==> src/rtl/rgb_byte_serializer_pkg.sv <==
// Shared types for the RGB byte serializer: pixel record, channel order, FSM states.
// Latency: n/a (types and a helper function only).
// Backpressure: n/a.
package rgb_byte_serializer_pkg;

  // One processed pixel, packed MSB-first so {r,g,b} matches the "%02x%02x%02x" record.
  typedef struct packed {
    logic [7:0] r;
    logic [7:0] g;
    logic [7:0] b;
  } pixel_t;

  localparam int PIXEL_W = $bits(pixel_t);

  // Channel emission order within a pixel.
  localparam logic [1:0] BYTE_R = 2'd0;
  localparam logic [1:0] BYTE_G = 2'd1;
  localparam logic [1:0] BYTE_B = 2'd2;

  typedef enum logic [1:0] {
    IDLE   = 2'd0,
    SEND_R = 2'd1,
    SEND_G = 2'd2,
    SEND_B = 2'd3
  } state_t;

  function automatic logic [7:0] pixel_byte(input pixel_t pix, input logic [1:0] sel);
    logic [7:0] res;
    res = 8'h00;
    case (sel)
      BYTE_R:  res = pix.r;
      BYTE_G:  res = pix.g;
      BYTE_B:  res = pix.b;
      default: res = 8'h00;
    endcase
    return res;
  endfunction

endpackage

==> src/rtl/rgb_byte_serializer_pixel_fifo.sv <==
// Synchronous pixel FIFO, DEPTH entries of W bits, occupancy-count based full/empty.
// Latency: a pushed entry is visible on rd_data the cycle after the push edge.
// Backpressure: pushes while full and pops while empty are ignored.
// Ports: clk, rst_n (sync, active-low), push/wr_data, pop/rd_data, full, empty, count.
module rgb_byte_serializer_pixel_fifo #(
  parameter int DEPTH = 4,
  parameter int W     = 24
) (
  input  logic                     clk,
  input  logic                     rst_n,
  input  logic                     push,
  input  logic [W-1:0]             wr_data,
  input  logic                     pop,
  output logic [W-1:0]             rd_data,
  output logic                     full,
  output logic                     empty,
  output logic [$clog2(DEPTH):0]   count
);

  localparam int AW = $clog2(DEPTH);
  localparam logic [AW:0] FULL_CNT = DEPTH[AW:0];

  logic [W-1:0]  mem [DEPTH];
  logic [AW-1:0] wr_ptr;
  logic [AW-1:0] rd_ptr;
  logic          do_push;
  logic          do_pop;

  assign full    = (count == FULL_CNT);
  assign empty   = (count == '0);
  assign do_push = push && !full;
  assign do_pop  = pop && !empty;
  assign rd_data = mem[rd_ptr];

  // DEPTH is a power of two, so the pointers wrap by natural overflow.
  always_ff @(posedge clk) begin
    if (!rst_n) begin
      wr_ptr <= '0;
      rd_ptr <= '0;
      count  <= '0;
    end else begin
      if (do_push) wr_ptr <= wr_ptr + 1'b1;
      if (do_pop)  rd_ptr <= rd_ptr + 1'b1;
      case ({do_push, do_pop})
        2'b10:   count <= count + 1'b1;
        2'b01:   count <= count - 1'b1;
        default: count <= count;
      endcase
    end
  end

  // Storage needs no reset: entries are only read once the count says they are valid.
  always_ff @(posedge clk) begin
    if (do_push) mem[wr_ptr] <= wr_data;
  end

endmodule

==> src/rtl/rgb_byte_serializer.sv <==
// Serializes 24-bit RGB pixels into an R,G,B byte stream, counting pixels and marking frame ends.
// Latency: pixel pushed into an empty FIFO at edge N -> R byte valid after edge N+1; 1 byte/cycle sustained.
// Backpressure: byte_ready low holds the current byte; pix_ready drops when the pixel FIFO is full.
// Ports: clk, rst_n (sync, active-low); pix_valid/pix_ready/r_in/g_in/b_in in;
//        byte_valid/byte_ready/byte_data/byte_last out; frame_done pulse; pix_count per frame.
module rgb_byte_serializer
  import rgb_byte_serializer_pkg::*;
#(
  parameter int FIFO_DEPTH       = 4,
  parameter int PIXELS_PER_FRAME = 65536,
  parameter int CNT_W            = 17
) (
  input  logic             clk,
  input  logic             rst_n,
  input  logic             pix_valid,
  output logic             pix_ready,
  input  logic [7:0]       r_in,
  input  logic [7:0]       g_in,
  input  logic [7:0]       b_in,
  output logic             byte_valid,
  input  logic             byte_ready,
  output logic [7:0]       byte_data,
  output logic             byte_last,
  output logic             frame_done,
  output logic [CNT_W-1:0] pix_count
);

  localparam int FCW = $clog2(FIFO_DEPTH) + 1;
  localparam logic [CNT_W-1:0] LAST_IDX     = CNT_W'(PIXELS_PER_FRAME - 1);
  localparam logic [FCW-1:0]   FIFO_CNT_MAX = FIFO_DEPTH[FCW-1:0];

  state_t           state;
  state_t           state_nxt;
  pixel_t           hold_pix;
  pixel_t           pix_in;
  pixel_t           fifo_rd_data;
  logic             fifo_push;
  logic             fifo_pop;
  logic             fifo_full;
  logic             fifo_empty;
  logic [FCW-1:0]   fifo_count;
  logic [CNT_W-1:0] pix_count_q;
  logic             frame_done_q;
  logic             b_accept;

  assign pix_in = '{r: r_in, g: g_in, b: b_in};

  // Gated with rst_n so upstream sees no room while the FIFO is being cleared.
  assign pix_ready = rst_n && !fifo_full;
  assign fifo_push = pix_valid && pix_ready;

  rgb_byte_serializer_pixel_fifo #(
    .DEPTH (FIFO_DEPTH),
    .W     (PIXEL_W)
  ) u_pixel_fifo (
    .clk     (clk),
    .rst_n   (rst_n),
    .push    (fifo_push),
    .wr_data (pix_in),
    .pop     (fifo_pop),
    .rd_data (fifo_rd_data),
    .full    (fifo_full),
    .empty   (fifo_empty),
    .count   (fifo_count)
  );

  always_comb begin
    state_nxt  = state;
    fifo_pop   = 1'b0;
    byte_valid = 1'b0;
    byte_data  = 8'h00;
    byte_last  = 1'b0;
    case (state)
      IDLE: begin
        if (!fifo_empty) begin
          fifo_pop  = 1'b1;
          state_nxt = SEND_R;
        end
      end
      SEND_R: begin
        byte_valid = 1'b1;
        byte_data  = pixel_byte(hold_pix, BYTE_R);
        if (byte_ready) state_nxt = SEND_G;
      end
      SEND_G: begin
        byte_valid = 1'b1;
        byte_data  = pixel_byte(hold_pix, BYTE_G);
        if (byte_ready) state_nxt = SEND_B;
      end
      SEND_B: begin
        byte_valid = 1'b1;
        byte_data  = pixel_byte(hold_pix, BYTE_B);
        byte_last  = (pix_count_q == LAST_IDX);
        // Chain straight into the next pixel so a full stream has no idle cycle.
        if (byte_ready) begin
          if (!fifo_empty) begin
            fifo_pop  = 1'b1;
            state_nxt = SEND_R;
          end else begin
            state_nxt = IDLE;
          end
        end
      end
      default: state_nxt = IDLE;
    endcase
  end

  assign b_accept = (state == SEND_B) && byte_ready;

  always_ff @(posedge clk) begin
    if (!rst_n) begin
      state        <= IDLE;
      hold_pix     <= '0;
      pix_count_q  <= '0;
      frame_done_q <= 1'b0;
    end else begin
      state        <= state_nxt;
      frame_done_q <= b_accept && byte_last;
      if (fifo_pop) hold_pix <= fifo_rd_data;
      if (b_accept) pix_count_q <= byte_last ? '0 : pix_count_q + 1'b1;
    end
  end

  assign pix_count  = pix_count_q;
  assign frame_done = frame_done_q;

  // The FIFO must never report more entries than it has slots.
  assert property (@(posedge clk) disable iff (!rst_n) fifo_count <= FIFO_CNT_MAX);

endmodule

==> config.mk <==
export PLATFORM = sky130hd
export DESIGN_NAME = rgb_byte_serializer
export DESIGN_NICKNAME = d
export VERILOG_FILES = /design/src/rtl/rgb_byte_serializer_pkg.sv /design/src/rtl/rgb_byte_serializer_pixel_fifo.sv /design/src/rtl/rgb_byte_serializer.sv
export SDC_FILE = /design/constraint.sdc
export NUM_CORES = 1
export LEC_CHECK = 0
export ABC_AREA = 1
export ABC_CLOCK_PERIOD_IN_PS = 3000
export CELL_PAD_IN_SITES_DETAIL_PLACEMENT = 1
export CELL_PAD_IN_SITES_GLOBAL_PLACEMENT = 2
export CORE_ASPECT_RATIO = 1.75
export CORE_MARGIN = 2
export CORE_UTILIZATION = 36
export DETAILED_ROUTE_END_ITERATION = 8
export PLACE_DENSITY = 0.87
export SLEW_MARGIN = 10
export SYNTH_ARGS = -nofsm -noshare
export SYNTH_HDL_FRONTEND = slang
export SYNTH_SLANG_ARGS = --single-unit
export TNS_END_PERCENT = 5
==> constraint.sdc <==
create_clock -name clk -period 3 [get_ports clk]
set_input_delay 0.9 -clock clk [delete_from_list [all_inputs] [get_ports clk]]
set_output_delay 0.9 -clock clk [all_outputs]
set_load 0.005 [all_outputs]
Word-level counts from Yosys, hierarchy flattened

Memories as Yosys holds them, arrays and structs flattened. A register that Yosys moved wholly into a read port is not among the register bits.
Index checks and enable logic that the tools add are counted.

Word-level logic and storage cells: 53
RAM bits: 96
Memories kept: 1
Output and inout port bits: 29
Bits of input ports: 28
Bits in registers: 27

$add $sub $neg: 5
Reduce and logical (&&, ||, !) cells: 14
Eq/ne operators: 11
Multiplexer cells: 16

Memory list:

| memory           | words | bits a word | read ports | clocked after memory_dff | write ports | RTL line                             | RTL |
|---|---|---|---|---|---|---|---|
| u_pixel_fifo.mem | 4     | 24          | 1          | 1                        | 1           | rgb_byte_serializer_pixel_fifo.sv:23 | `logic [W-1:0] mem [DEPTH];` |

Operators by type and width:

| cell                  | count |
|---|---|
| $pmux 8 s3            | 1 |
| $add 17x1->17 const B | 1 |
| $eq 17x16->1 const B  | 1 |
| $mux 17               | 1 |
| $mux 2                | 4 |
| $ne 2x2->1 const B    | 4 |
| $pmux 2 s4            | 1 |
| $mux 1                | 7 |
| $eq 2x2->1 const B    | 3 |
| $logic_and 1x1->1     | 6 |
| $pmux 3 s2            | 1 |
| $add 2x1->2 const B   | 2 |
| $eq 2x1->1 const B    | 2 |
| $reduce_and 4->1      | 1 |
| $add 3x1->3 const B   | 1 |
| $eq 3x3->1 const B    | 1 |
| $logic_not 1->1       | 3 |
| $logic_not 3->1       | 1 |
| $reduce_or 3->1       | 1 |
| $sub 3x1->3 const B   | 1 |
| $logic_not 2->1       | 1 |
| $pmux 1 s2            | 1 |
| $reduce_bool 2->1     | 1 |

Longest topological paths before layout

Depth after elaboration: 7
Depth in mapped cells: 14
Depth with buffers taken out: 13

By module

From an unflattened synthesis, not the netlist that was laid out.

Cells, all modules: 624
Area total of the unflattened synthesis: 6458.7 um^2

By module, submodules not included:

| module                         | area each (um^2) | seq. area each (um^2) | cells each | instances |
|---|---|---|---|---|
| rgb_byte_serializer_pixel_fifo | 4219.0           | 3062.9                | 301        | 1 |
| rgb_byte_serializer            | 2239.6           | 880.8                 | 323        | 1 |

Worst setup path after synthesis

Ideal clock, no wire load.

Path type: input to register
From: in rst_n
To: mem u_pixel_fifo.mem[0][0], enable pin
Buffers on the path: 1
Cell stages on the path: 3
Library setup time: 405 ps
Path slack: 243 ps
Required time: 2595 ps
Arrival: 2352 ps
Cells stage by stage: buf_2 > nand3_1 > nor2_1

Cells in the longest elaborated chain, start to end: 5

RTL lines:

| item                         | RTL line                             | RTL |
|---|---|---|
| from (decl)                  | rgb_byte_serializer.sv:14            | `input logic rst_n,` |
| $logic_and 1x1->1            | rgb_byte_serializer.sv:49            | `assign pix_ready = rst_n && !fifo_full;` |
| $logic_and 1x1->1            | rgb_byte_serializer.sv:50            | `assign fifo_push = pix_valid && pix_ready;` |
| $logic_and 1x1->1            | rgb_byte_serializer_pixel_fifo.sv:31 | `assign do_push = push && !full;` |
| $mux 1                       | rgb_byte_serializer_pixel_fifo.sv:54 | `if (do_push) mem[wr_ptr] <= wr_data;` |
| $mux 1 (not written as such) | rgb_byte_serializer_pixel_fifo.sv:54 |  |
| to (decl)                    | rgb_byte_serializer_pixel_fifo.sv:23 |  |

No other way between the ends.

Worst setup path after layout

From: reg state[1]
To: out byte_data[7]

Cells in the longest elaborated chain, start to end: 2
Elaborated cells on any way between the ends: 4
Those cells by class: 3 x eq/ne; 1 x mux

RTL lines:

| item                                     | RTL line                   | RTL |
|---|---|---|
| from (decl)                              | rgb_byte_serializer.sv:32  | `state_t state;` |
| from (signal assigned)                   | rgb_byte_serializer.sv:117 | `state <= state_nxt;` |
| $eq 2x2->1 or $eq 2x1->1 (tied branches) | rgb_byte_serializer.sv:73  | `case (state)` |
| $pmux 8 s3 *                             | rgb_byte_serializer.sv:73  |  |
| to (decl)                                | rgb_byte_serializer.sv:22  | `output logic [7:0] byte_data,` |

Every way passes the cells marked *; elsewhere a longest branch is shown, timed or not.

==> impl_metrics.csv <==
group,metric,value,unit
run_status,status,"completed",
min_path,hold_depth,1,
timing,whs,0.462,ns
timing,maxSlewHeadroom,50.8,%
logic_synthesis,yosysWarnings,0,
cells_and_area,drive_above_1_share,10.5,%
cells_and_area,nNetsFinal,760,
power_and_ir_drop,clockPowerShare,33.2,%
drt,vias,4655,
logic_synthesis,synth-seq-cells,147,
setup_path,crit_arrival,2.03,ns
timing,fin_crit,2.93,ns
drt,antenna_left,0,
floorplan,ios,57,
min_path,holdCritPathClass,"reg2reg",
power_and_ir_drop,p_sw_share,32.8,%
flow_run,maxCapViolCount,0,
logic_synthesis,synth-edff-count,96,
timing,max_freq,341,MHz
cells_and_area,antenna_cells,0,
setup_path,ff2ff_setup_slack,0.74,ns
cells_and_area,stdcell_area,7730,um2
floorplan,design.core.area,16900,um2
drt,vias_per_cell,4.85,
global_routing,grt_pass1_wl,24100,um
cells_and_area,area_growth,23.9,%
global_routing,grt_antenna_before_repair,0,
setup_path,cp-start-kind,"register",
drt,drtPass1Iterations,5,
timing,rsz0062_at_grt,"true",
power_and_ir_drop,peakVddDrop,0.498,mV
cts,clkLatencyLatePin,0.42,ns
drt,wl_per_cell,15.9,um
power_and_ir_drop,p_int,4190,uW
logic_synthesis,synth_ff_type,"edfxtp_1",
timing,hold_violations,0,
global_routing,grt_pass1_vias,4831,
cts,clk_path_buf_depth,2,
setup_path,reg2regPathDepth,13,
logic_synthesis,syn_area,6240,um2
logic_synthesis,synth-seq-area-share,62.5,%
cts,htreeDepth,4,
global_routing,grt_overflow_total,0,
timing,timing.final.crit_share,97.7,%
cts,cts_inserted_buffers,17,
floorplan,floorplan.initialDensity,36.8,%
cts,cts_tree,"done",
floorplan,die-width,104,um
placed_design,dpl-instance-area,7090,um2
timing,final_max_slew_viol_count,0,
floorplan,num_rows,63,
power_and_ir_drop,power.switching,2050,uW
cts,cts-root-buf,"clkbuf_16",
timing,fin_skew,0.00762,ns
logic_synthesis,postSynthCellCount,658,
setup_path,endpoint_kind,"output pin",
placed_design,place_congestion,0.795,
logic_synthesis,synth_nets,698,
power_and_ir_drop,power_frac_comb,25.5,%
drt,remaining_drc_errors,0,
placed_design,hpwl,10500,um
setup_path,max_stage_delay,0.44,ns
power_and_ir_drop,power_density,807,nW/um2
cts,clkTransAtPathRegs,0.06,ns
timing,setup_violations,0,
logic_synthesis,synth_cell_types,30,
power_and_ir_drop,total_power,6240,uW
drt,drt_iter0_drc,150,
placed_design,port_buffers,56,
setup_path,worstPathMaxFanout,5,
floorplan,die_h,178,um
global_routing,globalRouteTotalUtil,16.8,%
timing,worst_pin_slew,0.737,ns
drt,wl,15200,um
power_and_ir_drop,power_frac_seq,41.4,%
setup_path,cp_cell_sequence,"inv_1 > ha_2 > clkinvlp_2 > nand2_1 > inv_1 > clkdlybuf4s50_1",
logic_synthesis,avgSynthCellArea,9.49,um2
setup_path,crit_top_cell,"inv_1",
cts,clock_sinks,147,
setup_path,crit_slowest_cell,"clkdlybuf4s50_1",
cts,postCtsSetupBuffers,0,
setup_path,cp.required,2.10,ns
global_routing,grt_max_degree,52,
logic_synthesis,async_reset_ff_share,0,%
setup_path,crit_type,"reg2out",
power_and_ir_drop,total_leakage_power,0.00291,uW
floorplan,dieArea,18500,um2
[kinds of logic after synthesis]
family                   count (synthesis)  synth area share (%)
XOR/XNOR                                 6                 0.842
AO/OA/AOI/OAI                          102                  8.34
AND/OR/NAND/NOR                        312                  20.1
buffers and inverters                   79                  5.65
flip-flops                             147                  62.5
adder cells (fa/ha/maj)                 12                  2.53
[per-layer routing]
layer	global-route usage (%)	up-vias	wire [um]
met4	8.56	0	457
met1	17.7	2256	6000
li1	-	2278	-
met5	0	-	0
met3	3.18	29	385
met2	31.7	92	8380
[path summary, 6_finish.rpt]
kind | to | start
worst min register to register | u_pixel_fifo.count[0]$_SDFFE_PN0P_ | u_pixel_fifo.count[0]$_SDFFE_PN0P_
worst max-delay path | byte_data[7] | state[1]$_SDFFE_PN0P_
worst max register to register | u_pixel_fifo.count[2]$_SDFFE_PN0P_ | state[1]$_SDFFE_PN0P_
worst min-delay path | u_pixel_fifo.count[0]$_SDFFE_PN0P_ | u_pixel_fifo.count[0]$_SDFFE_PN0P_
[layout by cell type, fill, tap and decap left out, types with 2 or more instances in the layout]
| cell type | count |
|---|---|
| dfxtp_1 | 48 |
| clkdlybuf4s50_1 | 55 |
| xor2_1 | 6 |
| nand2_2 | 5 |
| buf_4 | 10 |
| a21oi_1 | 12 |
| nand2_1 | 96 |
| o21bai_1 | 3 |
| inv_2 | 2 |
| nand3_1 | 24 |
| clkbuf_16 | 17 |
| ha_1 | 6 |
| ha_2 | 3 |
| clkinv_4 | 4 |
| inv_6 | 3 |
| a31oi_1 | 2 |
| buf_12 | 4 |
| nor2_2 | 9 |
| o21ai_1 | 29 |
| nor2_1 | 171 |
| clkinv_2 | 2 |
| bufinv_16 | 2 |
| edfxtp_1 | 96 |
| clkinvlp_4 | 4 |
| dfxtp_2 | 2 |
| o21ai_0 | 56 |
| nand3_2 | 2 |
| inv_1 | 47 |
| ha_4 | 2 |
[layout make-up]
cell class | instances | area [um2]
Clock buffer | 18 | 429
Clock inverter | 14 | 154
Fill cell | 1907 | 9210
Inverter | 51 | 198
Multi-Input combinational cell | 432 | 2040
Sequential cell | 147 | 3910
Tap cell | 227 | 284
Timing Repair Buffer | 70 | 714
Timing Repair inverter | 1 | 5.00
[sequential cells by signal, summed over array words and instances, names as in the netlist]
signal,cells
frame_done,1
hold_pix,24
pix_count,17
state,2
u_pixel_fifo.count,3
u_pixel_fifo.mem,96
u_pixel_fifo.rd_ptr,2
u_pixel_fifo.wr_ptr,2
[cell usage after synthesis, types with 2 or more instances]
| cell type | number | area (um2) |
|---|---|---|
| a21oi_1 | 12 | 60.1 |
| a31oi_1 | 2 | 12.5 |
| buf_2 | 13 | 65.1 |
| buf_4 | 2 | 15.0 |
| buf_6 | 4 | 45.0 |
| clkbuf_1 | 8 | 30.0 |
| dfxtp_1 | 51 | 1020 |
| edfxtp_1 | 96 | 2880 |
| ha_1 | 11 | 138 |
| inv_1 | 47 | 176 |
| inv_2 | 2 | 7.51 |
| nand2_1 | 97 | 364 |
| nand2_2 | 4 | 25.0 |
| nand3_1 | 25 | 125 |
| nor2_1 | 176 | 661 |
| nor2_2 | 4 | 25.0 |
| o21ai_0 | 56 | 280 |
| o21ai_1 | 29 | 145 |
| o21bai_1 | 3 | 22.5 |
| xor2_1 | 6 | 52.6 |
[stage by stage]
stage          TNS (ns)  setup WS [ns]  std cells  utilization (%)
2_1_floorplan         0          0.243        658                -
3_3_place_gp          0         0.0185        927             41.9
3_5_place_dp    -0.0140        -0.0140        927             41.9
4_1_cts               0         0.0433        959             45.3
5_1_grt         -0.0901        -0.0249        960             45.6
6_report              0         0.0681        960             45.6
[worst max-delay path: cells and delay by family (launching register included)]
family	cells	cell delay, ns
buf+inv	4	0.87
simple gates	1	0.11
fa+ha+maj	1	0.28
flops	1	0.35
[power by group through the flow]
stage | combinational (uW) | clock, uW | sequential [uW]
finish | 1590 | 2070 | 2580
global route | 1820 | 2210 | 2610
CTS | 1580 | 2120 | 2570
detailed placement | 1560 | 0 | 2610
global placement | 1500 | 0 | 2600
floorplan | 1160 | 0 | 2550
[timing repair]
action,in CTS,in global routing
gates resized for setup,5,11
cloned,0,1
setup endpoints to repair,10,9
pin swaps,0,1
hold buffers,0,0
endpoints found under the hold margin,0,0
Power figures use the tool's default switching activity.
